### src/rtl/sub_arbiter.sv
// Round-robin front end that time-shares one bitwise-inverter datapath (sub)
// between NREQ requesters and returns each result tagged with its requester id.

module sub #(
  parameter type TYPE_t = logic
) (
  input  TYPE_t i_a,
  output TYPE_t o_y
);
  assign o_y = ~i_a;
endmodule

module sub_arbiter #(
  parameter int NREQ  = 4,
  parameter int WIDTH = 8,
  parameter int IDW   = (NREQ > 1) ? $clog2(NREQ) : 1
) (
  input  logic                  clk,
  input  logic                  reset,
  input  logic [NREQ-1:0]       req_valid,
  output logic [NREQ-1:0]       req_ready,
  input  logic [NREQ*WIDTH-1:0] req_data,
  output logic                  rsp_valid,
  input  logic                  rsp_ready,
  output logic [WIDTH-1:0]      rsp_data,
  output logic [IDW-1:0]        rsp_id,
  output logic                  busy,
  output logic [15:0]           done_count
);

  typedef enum logic [1:0] {
    ST_IDLE = 2'd0,
    ST_EXEC = 2'd1,
    ST_RESP = 2'd2
  } state_t;

  state_t           r_state;
  state_t           w_next;
  logic [IDW-1:0]   r_last_grant;
  logic [IDW-1:0]   r_id;
  logic [IDW-1:0]   w_gidx;
  logic             w_found;
  logic [NREQ-1:0]  w_grant;
  logic [WIDTH-1:0] r_op;
  logic [WIDTH-1:0] r_rsp_data;
  logic [WIDTH-1:0] w_sel_data;
  logic [WIDTH-1:0] w_sub_y;
  logic             r_rsp_valid;
  logic             r_busy;
  logic [15:0]      r_done_count;

  // Requester index k positions above base, wrapping modulo NREQ.
  function automatic logic [IDW-1:0] rr_index(input logic [IDW-1:0] base, input int k);
    int sum;
    sum = int'(base) + k;
    if (sum >= NREQ) begin
      sum = sum - NREQ;
    end else begin
      sum = sum;
    end
    return IDW'(sum);
  endfunction

  // Search upward from the last winner so the previous grantee ranks last.
  always_comb begin
    w_found = 1'b0;
    w_gidx  = '0;
    for (int k = 1; k <= NREQ; k++) begin
      if (!w_found && req_valid[rr_index(r_last_grant, k)]) begin
        w_found = 1'b1;
        w_gidx  = rr_index(r_last_grant, k);
      end else begin
        w_found = w_found;
      end
    end
  end

  assign w_grant    = w_found ? (NREQ'(1) << w_gidx) : '0;
  assign req_ready  = ((r_state == ST_IDLE) && !reset) ? w_grant : '0;
  assign w_sel_data = req_data[int'(w_gidx)*WIDTH +: WIDTH];

  sub #(.TYPE_t(logic [WIDTH-1:0])) u_sub (
    .i_a (r_op),
    .o_y (w_sub_y)
  );

  // Next-state decode.
  always_comb begin
    w_next = r_state;
    case (r_state)
      ST_IDLE: begin
        if (w_found) begin
          w_next = ST_EXEC;
        end else begin
          w_next = ST_IDLE;
        end
      end
      ST_EXEC: w_next = ST_RESP;
      ST_RESP: begin
        if (rsp_ready) begin
          w_next = ST_IDLE;
        end else begin
          w_next = ST_RESP;
        end
      end
      default: w_next = ST_IDLE;
    endcase
  end

  // State, operand/result capture and the saturating completion counter.
  always_ff @(posedge clk) begin
    if (reset) begin
      r_state      <= ST_IDLE;
      r_last_grant <= IDW'(NREQ - 1);
      r_id         <= '0;
      r_op         <= '0;
      r_rsp_data   <= '0;
      r_rsp_valid  <= 1'b0;
      r_busy       <= 1'b0;
      r_done_count <= 16'd0;
    end else begin
      r_state     <= w_next;
      r_busy      <= (w_next != ST_IDLE);
      r_rsp_valid <= (w_next == ST_RESP);
      case (r_state)
        ST_IDLE: begin
          if (w_found) begin
            r_op         <= w_sel_data;
            r_id         <= w_gidx;
            r_last_grant <= w_gidx;
          end
        end
        ST_EXEC: r_rsp_data <= w_sub_y;
        ST_RESP: begin
          if (rsp_ready && (r_done_count != 16'hFFFF)) begin
            r_done_count <= r_done_count + 16'd1;
          end
        end
        default: r_rsp_data <= r_rsp_data;
      endcase
    end
  end

  assign rsp_valid  = r_rsp_valid;
  assign rsp_data   = r_rsp_data;
  assign rsp_id     = r_id;
  assign busy       = r_busy;
  assign done_count = r_done_count;

endmodule

### config.mk
export PLATFORM = sky130hd
export DESIGN_NAME = sub_arbiter
export DESIGN_NICKNAME = d
export VERILOG_FILES = /design/src/rtl/sub_arbiter.sv
export SDC_FILE = /design/constraint.sdc
export NUM_CORES = 1
export LEC_CHECK = 0
export ABC_AREA = 1
export CELL_PAD_IN_SITES_DETAIL_PLACEMENT = 1
export CELL_PAD_IN_SITES_GLOBAL_PLACEMENT = 1
export CORE_ASPECT_RATIO = 0.5
export CORE_MARGIN = 4
export CORE_UTILIZATION = 32
export DETAILED_ROUTE_END_ITERATION = 7
export PLACE_DENSITY = 0.88
export SKIP_CTS_REPAIR_TIMING = 1
export SLEW_MARGIN = 10
export SYNTH_ARGS = -nofsm -noshare
export SYNTH_HDL_FRONTEND = slang
export SYNTH_HIERARCHICAL = 1
export SYNTH_SLANG_ARGS = --single-unit
export TNS_END_PERCENT = 20
### constraint.sdc
create_clock -name clk -period 3.15 [get_ports clk]
set_input_delay 0.945 -clock clk [delete_from_list [all_inputs] [get_ports clk]]
set_output_delay 0.945 -clock clk [all_outputs]
set_load 0.02 [all_outputs]
* Yosys cells after proc, flatten, opt, wreduce, memory -nomap -nowiden
Cells that the tools add are included.
Storage, ports and cells: register bits 40, input bits 39, output and inout port bits 32, word-level logic and storage cells 70
Cells by class: add/subtract/negate cells 9, magnitude comparators 8, equality and inequality tests 4, shifts and indexed selects 2, muxes and demuxes 25, bitwise logic cells 1, reductions and logical operators 13
Operators with widths (count):
- $shiftx A32 B6 Y8 | 1
- $mux W2 | 9
- $add A16 B1 Y16 const B | 1
- $ne A16 B16 Y1 const B | 1
- $lt A2 B3 Y1 const B | 4
- $ge A3 B3 Y1 const B | 3
- $mux W1 | 9
- $bmux W1 S2 | 4
- $mux W4 | 2
- $not A8 Y8 | 1
- $sub A2 B1 Y2 const B | 4
- $add A2 B2 Y3 const B | 2
- $pmux W2 S3 | 1
- $logic_and A1 B1 Y1 | 5
- $add A2 B3 Y4 const B | 1
- $eq A2 B2 Y1 const B | 2
- $ge A4 B3 Y1 const B | 1
- $logic_not A1 Y1 | 4
- $reduce_and A2 Y1 | 2
- $shl A1 B2 Y4 const A | 1
- $add A2 B1 Y3 const B | 1
- $eq A2 B1 Y1 const B | 1
- $logic_not A2 Y1 | 1
- $reduce_bool A2 Y1 | 1

* Longest topological paths before layout
depth after elaboration 18, mapped depth 16, mapped depth without buffers 14

* By module
The synthesis kept the hierarchy.
Modules (own cells, without submodules):
- sub_arbiter | instances 1, cells an instance 334, area an instance 2306.0 µm², sequential area each 800.8 µm²
- sub | instances 1, cells an instance 8, area an instance 30.0 µm², sequential area each 0.0 µm²

* Worst setup path before layout
Ideal clock, no wire load.
kind input port to output port, from input req_valid[2], to output req_ready[0], data arrival time 2.282 ns, data required time 2.205 ns, slack -0.077 ns, stages on the path 9, path buffers 2, path through nand2_1 > nand2_2 > nand2_2 > inv_1 > a31oi_2 > nand3_2 > buf_6 > buf_12 > nor3_1
On the way: word-level cells in the longest chain between the ends 15, elaborated cells on any way between the ends 25, classes of those cells shift (1); mux (18); reduce/logical (6)
RTL lines:
- from (decl) | RTL line 20 | input logic [NREQ-1:0] req_valid,
- $bmux W1 S2 | RTL line 69 | if (!w_found && req_valid[rr_index(r_last_grant, k)]) begin
- $mux W1 (implied by the code) | RTL line 69
- $mux W1 | RTL line 69
- $logic_not A1 Y1 | RTL line 69
- $logic_and A1 B1 Y1 | RTL line 69
- $mux W1 | RTL line 69
- $logic_not A1 Y1 | RTL line 69
- $logic_and A1 B1 Y1 | RTL line 69
- $mux W1 | RTL line 69
- $logic_not A1 Y1 | RTL line 69
- $logic_and A1 B1 Y1 | RTL line 69
- $mux W2 | RTL line 69
- $shl A1 B2 Y4 | RTL line 78 | assign w_grant = w_found ? (NREQ'(1) << w_gidx) : '0;
- $mux W4 (*) | RTL line 78
- $mux W4 (*) | RTL line 79 | assign req_ready = ((r_state == ST_IDLE) && !reset) ? w_grant : '0;
- to (decl) | RTL line 21 | output logic [NREQ-1:0] req_ready,
Mark *: on every way between the ends. The rest lies on a longest branch, timed or not. The select of a mux whose other input is x is not followed.

* Worst setup path in the final report
from input req_valid[3], to output req_ready[1]
The elaborated chain is that of the path after synthesis.

==> flow_summary.toml <==
[floorplanning]
num_rows = 21
dieHeight_um = 68.42
die_area_mm2 = 0.008814
initial_core_util = 0.3393
core_area_mm2 = 0.006884
io_pins = 71
dieWidth_um = 128.8

[yosys]
yosysSeqAreaShare = 0.3428
synth_cell_types = 30
synth-seq-cells = 40
synthCells = 342
syn-num-nets = 382
yosys-top-cells-area = "dfxtp_1 (34%), nand2_1 (12%), nor2_1 (8.2%)"
synth_top_area_cell = "dfxtp_1"
syn_avg_cell_area_um2 = 6.830
netlist_area_mm2 = 0.002336
ys.warnings.count = 6
yosysTopAreaCellShare = 0.3428

[cts]
cts_sinks = 40
cts_root_buffer = "clkbuf_16"
clockBufferDepth = 2
cts.htree.levels = 2
numCtsBuffers = 5
cts_tree = "done"
clk_pin_slew_ns = 0.06
clkLatencyLatePin_ns = 0.28

[min_path]
hold_end = "done_count[8]"
min_from = "done_count[8]"
hold_path.class = "reg -> reg"
min_path_cells = 2

[global_routing]
gr-usage-all-layers = 0.1665
grt_overflow = 0
antenna_found_initial = 0
grt_pass1_wl_mm = 11.74
grt_pass1_vias = 2497
grt_max_degree = 21

[place]
portBuffers = 70
dpl.hpwl_mm = 5.468
gp_congestion = 0.8396

[power_and_ir_drop]
power_frac_seq = 0.207
p_per_area_mw_per_mm2 = 1003
swShare = 0.4876
vdd.ir_drop.worst_uv = 494.3
combPwrFrac = 0.627
clkPwrFrac = 0.166
p_switching_w = 0.001688
p_int_w = 0.001773
leakage_nw = 1.442

[setup_path]
worstSetupPathType = "in -> out"
cp.required_ns = 2.20
rr_endpoint = "r_op[7]"
cp-end-kind = "primary output"
critPathArrivalTime_ns = 2.18
timing.rr.start = "r_last_grant[0]"
path_max_fanout = 4
r2r_slack_ns = 0.72
start_kind = "input pin"
r2r_cells = 14

[finish]
drive_above_1_share = 0.2346
finish.utilization = 0.5015
final_cell_mix = "nand2_1 (64), clkdlybuf4s50_1 (62), nor2_1 (48)"
regArea_um2 = 800.8
syn2layout_area_growth_pct = 47.78
fin_nets = 461
fillers = 867
diodes = 0
multiInputGateArea_mm2 = 0.001436
final_common_cell = "nand2_1"

[outcome]
status = "finished, final reports clean"

[timing]
slew_headroom = 0.6671
whs_ns = 0.4814
drv_slew = 0
setup_violations = 0
period_share = 0.9910
hold_viol_final = 0
clock_skew_ns = 0.007473
final.min_clock_period_ns = 3.122
tightest_slew_ns = 0.4974
clock.fmax_ghz = 0.3204

[detailed_routing]
dr.pass1.iters = 4
routed_wl_mm = 7.696
postRouteAntennaNets = 0
wire_per_inst_um = 14.97
vias_per_cell = 4.825
drtIter0Drc = 92
drc = 0
dr_total_vias = 2480

[job]
max_cap_violations = 0
cell usage after synthesis:
cell,number
a21oi_1,14
a31oi_1,1
a31oi_2,1
buf_12,1
buf_2,2
buf_6,5
clkbuf_1,4
clkinv_1,1
dfxtp_1,40
ha_1,1
inv_1,32
inv_2,3
inv_4,1
nand2_1,77
nand2_2,10
nand3_1,28
nand3_2,14
nand3_4,1
nand4_1,5
nor2_1,51
nor2_2,9
nor2_4,2
nor2_8,1
nor3_1,4
nor4_1,1
o211ai_1,2
o21ai_0,25
o21ba_2,1
xnor2_1,4
xor2_1,1
state kept, by name, summed over array words and instances (netlist names):
name / count
busy: 1
done_count: 16
r_last_grant: 2
r_op: 8
r_state: 2
rsp_data: 8
rsp_id: 2
rsp_valid: 1
layer usage:
| metal | wire length, um | up-vias | global-route usage |
|---|---|---|---|
| met3 | 303 | 12 | 0.03196 |
| li1 | - | 1255 | - |
| met5 | 0 | - | 0 |
| met1 | 3181 | 1161 | 0.1949 |
| met4 | 128 | 0 | 0.05366 |
| met2 | 4083 | 52 | 0.3119 |
cells by family after synthesis:
| family | synth area share |
|---|---|
| AOI/OAI and AO/OA | 0.1023 |
| DFF | 0.3428 |
| xor gates and xnor gates | 0.01875 |
| buffers and inverters | 0.1039 |
| and+or+nand+nor | 0.4269 |
| adders and majority gates | 0.005355 |
worst max-delay path by stage:
stage,depth (start not counted),start,slack [ns],to
after CTS,12,req_valid[2],-0.88,req_ready[1]
after floorplan,9,req_valid[2],-0.08,req_ready[0]
final,12,req_valid[3],0.03,req_ready[1]
after global placement,12,req_valid[2],-0.71,req_ready[1]
after detailed placement,12,req_valid[2],-0.87,req_ready[3]
after global routing,11,req_valid[3],-0.07,req_ready[1]
power groups by stage:
| stage | combinational, W | sequential (W) | clock [W] |
|---|---|---|---|
| after floorplan | 0.00136 | 0.000765 | 0 |
| after global placement | 0.00182 | 0.000712 | 0 |
| after detailed placement | 0.00189 | 0.000719 | 0 |
| after CTS | 0.00190 | 0.000712 | 0.000589 |
| after global routing | 0.00238 | 0.000733 | 0.000621 |
| final | 0.00217 | 0.000717 | 0.000575 |
per-stage QoR:
stage	worst slack, ns	power [W]	instance area, um2	TNS (ns)	instances
after floorplan	-0.07673	0.002123	2336	-0.1589	342
after global placement	-0.7132	0.002536	3148	-2.839	505
after detailed placement	-0.8681	0.002607	3148	-3.390	505
after CTS	-0.8781	0.003201	3316	-3.437	513
after global routing	-0.07474	0.003732	3452	-0.2013	514
final	0.02842	0.003461	3452	0	514
worst max-delay path: stages:
cell and delay, ns:
clkbuf_2 0.10, nand2_1 0.06, nand2_2 0.13, nand2_2 0.09
nand2_4 0.09, inv_4 0.05, nand3_4 0.08, nand2_4 0.07
nor2_4 0.14, inv_4 0.07, nor3_4 0.21, buf_6 0.15
cell type report:
cell class                      count  area share
Tap cell                           92     0.03335
Sequential cell                    40      0.2320
Multi-Input combinational cell    253      0.4161
Clock inverter                      3     0.01232
Timing Repair Buffer               84      0.2276
Clock buffer                        5     0.03625
Inverter                           37     0.04241
No activity file was read; power rests on OpenSTA's default activity.
